--- config.mk ---
export PLATFORM = sky130hd
export DESIGN_NAME = clock_divider_monitor
export DESIGN_NICKNAME = d
export VERILOG_FILES = /design/src/rtl/clkmon_pkg.sv /design/src/rtl/clkmon_channel.sv /design/src/rtl/clock_divider_monitor.sv
export SDC_FILE = /design/constraint.sdc
export NUM_CORES = 1
export LEC_CHECK = 0
export CAP_MARGIN = 20
export CORE_MARGIN = 2
export CORE_UTILIZATION = 27
export CTS_BUF_LIST = sky130_fd_sc_hd__clkbuf_2 sky130_fd_sc_hd__clkbuf_4 sky130_fd_sc_hd__clkbuf_8
export CTS_CLUSTER_DIAMETER = 100
export DETAILED_ROUTE_END_ITERATION = 10
export SLEW_MARGIN = 25
export SYNTH_ARGS = -nofsm -noshare
export SYNTH_HDL_FRONTEND = slang
export SYNTH_SLANG_ARGS = --single-unit
--- constraint.sdc ---
create_clock -name clk -period 2.73 [get_ports clk]
set_input_delay 0.546 -clock clk [delete_from_list [all_inputs] [get_ports clk]]
set_output_delay 0.546 -clock clk [all_outputs]
set_load 0.01 [all_outputs]
--- src/rtl/clkmon_pkg.sv ---
// Shared types and constants for the divider-output monitor.
package clkmon_pkg;

  localparam int unsigned CNT_W = 8;
  localparam logic [CNT_W-1:0] CNT_MAX = {CNT_W{1'b1}};
  localparam logic [CNT_W-1:0] CNT_ONE = {{(CNT_W-1){1'b0}}, 1'b1};

  typedef enum logic [1:0] {
    IDLE   = 2'd0,
    ARMED  = 2'd1,
    LOCKED = 2'd2
  } ch_state_e;

  // Channel i toggles every 2^i clk cycles.
  function automatic logic [CNT_W-1:0] exp_half(input int unsigned i);
    exp_half = CNT_ONE << i;
  endfunction

endpackage

--- src/rtl/clkmon_channel.sv ---
// One monitored divider channel: edge strobes, half-period measurement and lock FSM.
module clkmon_channel
  import clkmon_pkg::*;
#(
  parameter int unsigned IDX     = 0,
  parameter int unsigned LOCK_HP = 8
) (
  input  logic clk_i,
  input  logic rst_i,
  input  logic en_i,
  input  logic err_clr_i,
  input  logic div_i,
  output logic rise_o,
  output logic fall_o,
  output logic locked_o,
  output logic err_o
);

  localparam logic [CNT_W-1:0] EXP_HP    = exp_half(IDX);
  localparam logic [7:0]       LOCK_LAST = 8'(LOCK_HP - 1);

  logic             s_q, sd_q, prime_q;
  logic [CNT_W-1:0] cnt_q, cnt_d;
  logic [7:0]       good_q, good_d;
  ch_state_e        state_q, state_d;
  logic             rise_q, rise_d, fall_q, fall_d;
  logic             locked_q, locked_d, err_q, err_d;
  logic             edge_s, good_s, mismatch_s, err_set_s;

  // The first sample after reset seeds both stages so reset cannot fake an edge.
  always_ff @(posedge clk_i or posedge rst_i) begin
    if (rst_i) begin
      s_q      <= 1'b0;
      sd_q     <= 1'b0;
      prime_q  <= 1'b0;
      cnt_q    <= '0;
      good_q   <= 8'd0;
      state_q  <= IDLE;
      rise_q   <= 1'b0;
      fall_q   <= 1'b0;
      locked_q <= 1'b0;
      err_q    <= 1'b0;
    end else begin
      s_q      <= div_i;
      sd_q     <= prime_q ? s_q : div_i;
      prime_q  <= 1'b1;
      cnt_q    <= cnt_d;
      good_q   <= good_d;
      state_q  <= state_d;
      rise_q   <= rise_d;
      fall_q   <= fall_d;
      locked_q <= locked_d;
      err_q    <= err_d;
    end
  end

  assign edge_s     = s_q ^ sd_q;
  assign good_s     = edge_s && (cnt_q == EXP_HP);
  assign mismatch_s = (edge_s && (cnt_q != EXP_HP)) || (!edge_s && (cnt_q > EXP_HP));

  always_comb begin
    cnt_d     = cnt_q;
    good_d    = good_q;
    state_d   = state_q;
    err_set_s = 1'b0;

    if (!en_i) begin
      cnt_d = '0;
    end else if (edge_s) begin
      cnt_d = CNT_ONE;
    end else if (cnt_q != CNT_MAX) begin
      cnt_d = cnt_q + CNT_ONE;
    end else begin
      cnt_d = cnt_q;
    end

    if (!en_i) begin
      state_d = IDLE;
      good_d  = 8'd0;
    end else begin
      case (state_q)
        IDLE: begin
          good_d = 8'd0;
          if (edge_s) state_d = ARMED;
          else        state_d = IDLE;
        end
        ARMED: begin
          if (good_s) begin
            if (good_q == LOCK_LAST) begin
              state_d = LOCKED;
              good_d  = 8'd0;
            end else begin
              good_d = good_q + 8'd1;
            end
          end else if (mismatch_s) begin
            good_d = 8'd0;
          end else begin
            good_d = good_q;
          end
        end
        LOCKED: begin
          if (mismatch_s) begin
            state_d   = ARMED;
            good_d    = 8'd0;
            err_set_s = 1'b1;
          end else begin
            state_d = LOCKED;
          end
        end
        default: begin
          state_d = IDLE;
          good_d  = 8'd0;
        end
      endcase
    end

    // A new error outranks a simultaneous clear.
    if (err_set_s)      err_d = 1'b1;
    else if (err_clr_i) err_d = 1'b0;
    else                err_d = err_q;

    rise_d   = en_i & edge_s & s_q;
    fall_d   = en_i & edge_s & ~s_q;
    locked_d = (state_d == LOCKED);
  end

  assign rise_o   = rise_q;
  assign fall_o   = fall_q;
  assign locked_o = locked_q;
  assign err_o    = err_q;

endmodule

--- src/rtl/clock_divider_monitor.sv ---
// Monitors the /2, /4, /8 divider outputs as clk-domain data, one channel each.
module clock_divider_monitor
  import clkmon_pkg::*;
#(
  parameter int unsigned NUM_CH  = 3,
  parameter int unsigned LOCK_HP = 8
) (
  input  logic              clk,
  input  logic              rst,
  input  logic              en,
  input  logic              err_clr,
  input  logic [NUM_CH-1:0] div_in,
  output logic [NUM_CH-1:0] rise_stb,
  output logic [NUM_CH-1:0] fall_stb,
  output logic [NUM_CH-1:0] locked,
  output logic [NUM_CH-1:0] err
);

  for (genvar g = 0; g < NUM_CH; g++) begin : g_ch
    clkmon_channel #(
      .IDX     (g),
      .LOCK_HP (LOCK_HP)
    ) u_ch (
      .clk_i     (clk),
      .rst_i     (rst),
      .en_i      (en),
      .err_clr_i (err_clr),
      .div_i     (div_in[g]),
      .rise_o    (rise_stb[g]),
      .fall_o    (fall_stb[g]),
      .locked_o  (locked[g]),
      .err_o     (err[g])
    );
  end

endmodule

# [Word level (Yosys, flattened, before mapping)]
# Cells that the tools add are included.
[word_totals] in_bits=7 word_cells=155 ff_bits=73
[op_classes] addsub=6 n_mux=58 n_reduce_logical=21 bitwise=15 order_cmp=3 n_eq_ne=24
[op_table] cell="2-to-1 mux 8 bit" n=21
[op_table] cell="adder 8 x 1 -> 8 bit (second input constant)" n=6
[op_table] cell="one-hot mux 8 bit (2 select lines)" n=3
[op_table] cell="equality test 8 x 3 -> 1 bit (second input constant)" n=4
[op_table] cell="2-to-1 mux 2 bit" n=12
[op_table] cell="inequality test 8 bit (second input constant)" n=3
[op_table] cell="2-to-1 mux 1 bit" n=19
[op_table] cell="one-hot mux 2 bit (3 select lines)" n=3
[op_table] cell="equality test 2 bit (second input constant)" n=6
[op_table] cell="bitwise AND 1 bit" n=9
[op_table] cell="logical AND 1 bit" n=9
[op_table] cell="inequality test 3 x 1 -> 1 bit (second input constant)" n=3
[op_table] cell="equality test 8 x 1 -> 1 bit (second input constant)" n=1
[op_table] cell="equality test 8 x 2 -> 1 bit (second input constant)" n=1
[op_table] cell="greater-than comparator 8 x 1 -> 1 bit (second input constant)" n=1
[op_table] cell="greater-than comparator 8 x 2 -> 1 bit (second input constant)" n=1
[op_table] cell="greater-than comparator 8 x 3 -> 1 bit (second input constant)" n=1
[op_table] cell="inequality test 8 x 1 -> 1 bit (second input constant)" n=1
[op_table] cell="inequality test 8 x 2 -> 1 bit (second input constant)" n=1
[op_table] cell="inequality test 8 x 3 -> 1 bit (second input constant)" n=1
[op_table] cell="equality test 2 x 1 -> 1 bit (second input constant)" n=3
[op_table] cell="zero test 2 bit" n=3
[op_table] cell="nonzero test 2 bit" n=3
[op_table] cell="zero test 1 bit" n=3
[op_table] cell="other kinds (3)" n=9

# [Longest topological paths before layout]
[logic_depth] depth_word=8 ltp_mapped=8 ltp_nobuf=8

# [Hierarchy]
# A second synthesis with hierarchy kept.
[hier_totals] hier_cells=447 hier_area_um2=4232.8
[by_module_without_submodules] mod="clkmon_channel (g_ch[0].u_ch)" n_inst=1 area_each_um2=1442.6 cells_per_inst=153 seq_area_each_um2=625.6
[by_module_without_submodules] mod="clkmon_channel (g_ch[1].u_ch)" n_inst=1 area_each_um2=1398.8 cells_per_inst=150 seq_area_each_um2=625.6
[by_module_without_submodules] mod="clkmon_channel (g_ch[2].u_ch)" n_inst=1 area_each_um2=1391.3 cells_per_inst=144 seq_area_each_um2=625.6

# [Least setup slack after synthesis]
# Ideal clock, no wire load.
[synth_timing] path_type="register to register" startpoint="register g_ch[2].u_ch.cnt_q[3]" endpoint="register g_ch[2].u_ch.good_q[7]" setup_ps=78 synth_period_minus_slack_ps=2307 arrival_time_ps=2229 path_stages_with_launch=7 n_path_buf=0 slack_ps=423 cell_sequence="dfrtp_1 or4_4 nor4_4 and4_4 nand2_2 or4_1 a21oi_1"
[synth_via] elab_chain_len=7 elab_cells_between_ends=11 classes_between="order compare (1); eq/ne (2); mux (4); reduce/logical (4)"
[synth_lines] item="start: declaration" line="clkmon_channel.sv:23" rtl="logic [CNT_W-1:0] cnt_q, cnt_d;"
[synth_lines] item="start signal: assignment" line="clkmon_channel.sv:47" rtl="cnt_q <= cnt_d;"
[synth_lines] item="greater-than comparator 8 x 3 -> 1 bit or inequality test 8 x 3 -> 1 bit (tied branches)" line="clkmon_channel.sv:59" rtl="assign mismatch_s = (edge_s && (cnt_q != EXP_HP)) || (!edge_s && (cnt_q > EXP_HP));"
[synth_lines] item="logical AND 1 bit" line="clkmon_channel.sv:59"
[synth_lines] item="logical OR 1 bit" line="clkmon_channel.sv:59"
[synth_lines] item="2-to-1 mux 8 bit"
[synth_lines] item="2-to-1 mux 8 bit" line="clkmon_channel.sv:88" rtl="if (good_s) begin"
[synth_lines] item="one-hot mux 8 bit (2 select lines) *" line="clkmon_channel.sv:81" rtl="case (state_q)"
[synth_lines] item="2-to-1 mux 8 bit *" line="clkmon_channel.sv:77" rtl="if (!en_i) begin"
[synth_lines] item="via g_ch[2].u_ch.good_d[7]" line="clkmon_channel.sv:24" rtl="logic [7:0] good_q, good_d;"
[synth_lines] item="end signal: assignment" line="clkmon_channel.sv:48" rtl="good_q <= good_d;"
[synth_lines] item="end: declaration" line="clkmon_channel.sv:24"
# The timed path passes the listed nets; every way through them passes the cells marked *.
# A chain may end at the register's enable or synchronous reset.

# [Worst setup path in the final report]
# Same ends and word-level chain as after synthesis.

==> results.py <==
metrics = {
    "global_route": {
        "busiest_layer": "met2",
        "antenna_found_initial": 0,
        "track_usage_pct": 10.9,
        "use_met2_pct": 17.8,
        "grt-ovfl-total": 0,
        "grtUsageMet1_pct": 13.6,
        "grt_max_degree": 74,
        "grt_pass1_vias": 3130,
        "grt_util_met3_pct": 3.14,
        "grt_first_pass_wirelength_um": 14200,
    },
    "pwr": {
        "switching_share_pct": 25.4,
        "ir_worst_vdd_mv": 0.176,
        "power_frac_seq_pct": 54.5,
        "clkPwrFrac_pct": 35.0,
        "powerDensity_nw_per_um2": 456,
        "comb_power_share_pct": 10.6,
        "p_leak_uw": 0.00194,
        "intPower_uw": 1540,
        "power.total_uw": 2070,
        "switchingPower_uw": 527,
    },
    "sta": {
        "worst_slew_pin_slew_ps": 679,
        "fin_crit_ps": 2300,
        "finalSetupViolCount": 0,
        "period_share_pct": 84.3,
        "rsz0062_at_grt": "no",
        "fmaxAchievable_ghz": 0.434,
        "final_max_slew_viol_count": 0,
        "setup_ws_ps": 428,
        "slew_headroom_pct": 54.4,
        "clock-skew-final_ps": 6.11,
        "finalHoldViolCount": 0,
        "setup_tns_ps": 0,
    },
    "route": {
        "routed_wl_um": 8100,
        "wl_per_cell_um": 12.8,
        "first_pass_iters": 4,
        "num_vias": 3107,
        "viasPerCell": 4.90,
        "ant_nets": 0,
        "drt_iter0_markers": 196,
        "drcViolationCount": 0,
    },
    "yosys": {
        "yosys_warnings": 0,
        "netlist_area_um2": 4040,
        "synthArstFlopShare_pct": 100,
        "synthCells": 432,
        "ys_seq_area_share_pct": 45.2,
        "ys_ff_latch": 73,
        "synth_ff_type": "dfrtp_1",
        "ys_types": 60,
        "synth_enable_flop_cells": 0,
        "avgSynthCellArea_um2": 9.35,
        "syn-num-nets": 461,
    },
    "worst_setup_path": {
        "r2r_cells": 6,
        "required_ps": 3000,
        "timing.rr.start": "g_ch[2].u_ch.cnt_q[3]",
        "arrival_ps": 2580,
        "critPathMaxFanout": 5,
        "crit_start": "g_ch[2].u_ch.cnt_q[3]",
        "crit_type": "reg2reg",
        "crit_path_start_kind": "flip-flop",
        "setup.worst_path.end_class": "flip-flop",
    },
    "clocking": {
        "cts_max_level": 3,
        "numCtsBuffers": 9,
        "clkLatencyLatePin_ps": 350,
        "cts_buffer_depth": 2,
        "cts_tree": "done",
        "cts_resized": 0,
        "clkTransAtPathRegs_ps": 70,
        "cts_hold_buffers": 0,
        "clock-root-buffer": "clkbuf_8",
        "cts.sinks": 73,
        "post_cts_buffers": 0,
    },
    "finish": {
        "antenna_cells": 0,
        "nets": 478,
        "fin_area_um2": 4550,
        "drive_above_1_share_pct": 9.11,
        "syn_to_final_growth_pct": 12.6,
    },
    "placement": {
        "place_ws_ps": 422,
        "io_buffers": 18,
        "hpwlAfterDp_um": 5890,
        "gp_congestion": 0.847,
        "place_area_um2": 4390,
    },
    "min_path": {
        "hp-class": "reg2reg",
        "hold_depth": 1,
        "min_from": "g_ch[1].u_ch.sd_q",
    },
    "floorplanning": {
        "rows": 44,
        "initial_core_util_pct": 27.7,
        "die-area_um2": 15900,
        "die-width_um": 126,
        "die_h_um": 126,
        "io-pin-count": 19,
        "core_area_um2": 14600,
    },
    "status": {
        "outcome": "finished, final reports clean",
    },
    "job": {
        "max_cap_viol_count": 0,
    },
}
-- per-layer routing --
layer	part of all wire, %	up-vias
li1	-	1553
met1	48	1501
met2	47	45
met3	3.6	8
met4	1.4	0
met5	0	-
-- power groups by stage --
stage               sequential [uW]  combinational, uW  clock, uW
floorplan                      1140                156          0
global placement               1150                215          0
detailed placement             1150                222          0
CTS                            1130                222        764
global route                   1130                253        808
finish                         1130                219        724
-- state kept, by name, indices dropped and copies added, names as in the netlist --
signal	flops
g_ch.u_ch.cnt_q	24
g_ch.u_ch.good_q	24
g_ch.u_ch.state_q	6
g_ch.u_ch.err_o	3
g_ch.u_ch.fall_o	3
g_ch.u_ch.locked_o	3
g_ch.u_ch.rise_o	3
g_ch.u_ch.s_q	3
g_ch.u_ch.sd_q	3
g_ch.u_ch.prime_q	1
-- Yosys cell counts (3+ instances only) --
cell type	instances	area, um^2
nand2_1	39	146
nand4_1	7	43.8
and3_1	9	56.3
or2_2	4	25.0
nor3_1	14	70.1
mux2_2	4	45.0
or3_1	3	18.8
o22ai_1	3	18.8
clkbuf_1	5	18.8
dfrtp_1	73	1830
buf_4	12	90.1
nor3b_1	8	60.1
and2_1	4	25.0
a21oi_1	25	125
ha_1	22	275
a31oi_1	11	68.8
or4_1	3	22.5
nand2b_1	4	25.0
a221o_1	3	30.0
nand3_1	27	135
a211oi_1	4	30.0
o21ai_0	15	75.1
xor2_1	8	70.1
inv_1	23	86.3
nor2_1	49	184
nor4_1	3	18.8
mux2i_1	5	50.1
xnor2_1	6	52.6
-- cell usage in the layout, fill, tap and decap left out, drive strengths merged, types with 14 or more instances in the layout --
| cell type | count |
|---|---|
| nand2 | 40 |
| nor3 | 14 |
| inv | 23 |
| nor2 | 49 |
| o21ai | 16 |
| nand3 | 28 |
| clkdlybuf4s50 | 18 |
| ha | 22 |
| dfrtp | 73 |
| a21oi | 25 |
-- cell families after synthesis --
logic type / Yosys count / share of synthesized area (%)
fa+ha+maj: 22 / 6.82
buf+inv: 42 / 5.21
simple gates: 193 / 25.0
xor+xnor: 14 / 3.04
flops: 73 / 45.2
other cells: 1 / 0.0929
compound gates: 78 / 12.2
mux: 9 / 2.36
-- critical path, stage by stage, from the launching register on --
cell and delay [ps]:
dfrtp_1 430, or4_4 570, nor4_4 280, and4_4 290, nand2_2 60, or4_1 460, a21oi_1 150
-- worst paths after layout --
path | end | slack [ps]
max | g_ch[2].u_ch.good_q[7] | 430
min | g_ch[1].u_ch.rise_o | 480
max reg2reg | g_ch[2].u_ch.good_q[7] | 430
min reg2reg | g_ch[1].u_ch.rise_o | 480
max in group asynchronous | g_ch[2].u_ch.good_q[7] | 1830
min in group asynchronous | g_ch[0].u_ch.good_q[1] | 580
-- stage by stage --
stage	std cells	hold slack (ps)	util, %
global placement	622	464	30.1
CTS	634	486	31.2
floorplan	432	442	-
detailed placement	622	477	30.1
finish	634	480	31.2
global route	634	497	31.2
-- layout make-up --
cell class	count	area (um^2)
Clock buffer	11	151
Clock inverter	1	5.00
Fill cell	1483	10000
Inverter	23	86.3
Multi-Input combinational cell	317	2000
Sequential cell	73	1830
Tap cell	184	230
Timing Repair Buffer	25	245
Power figures use the tool's default switching activity.
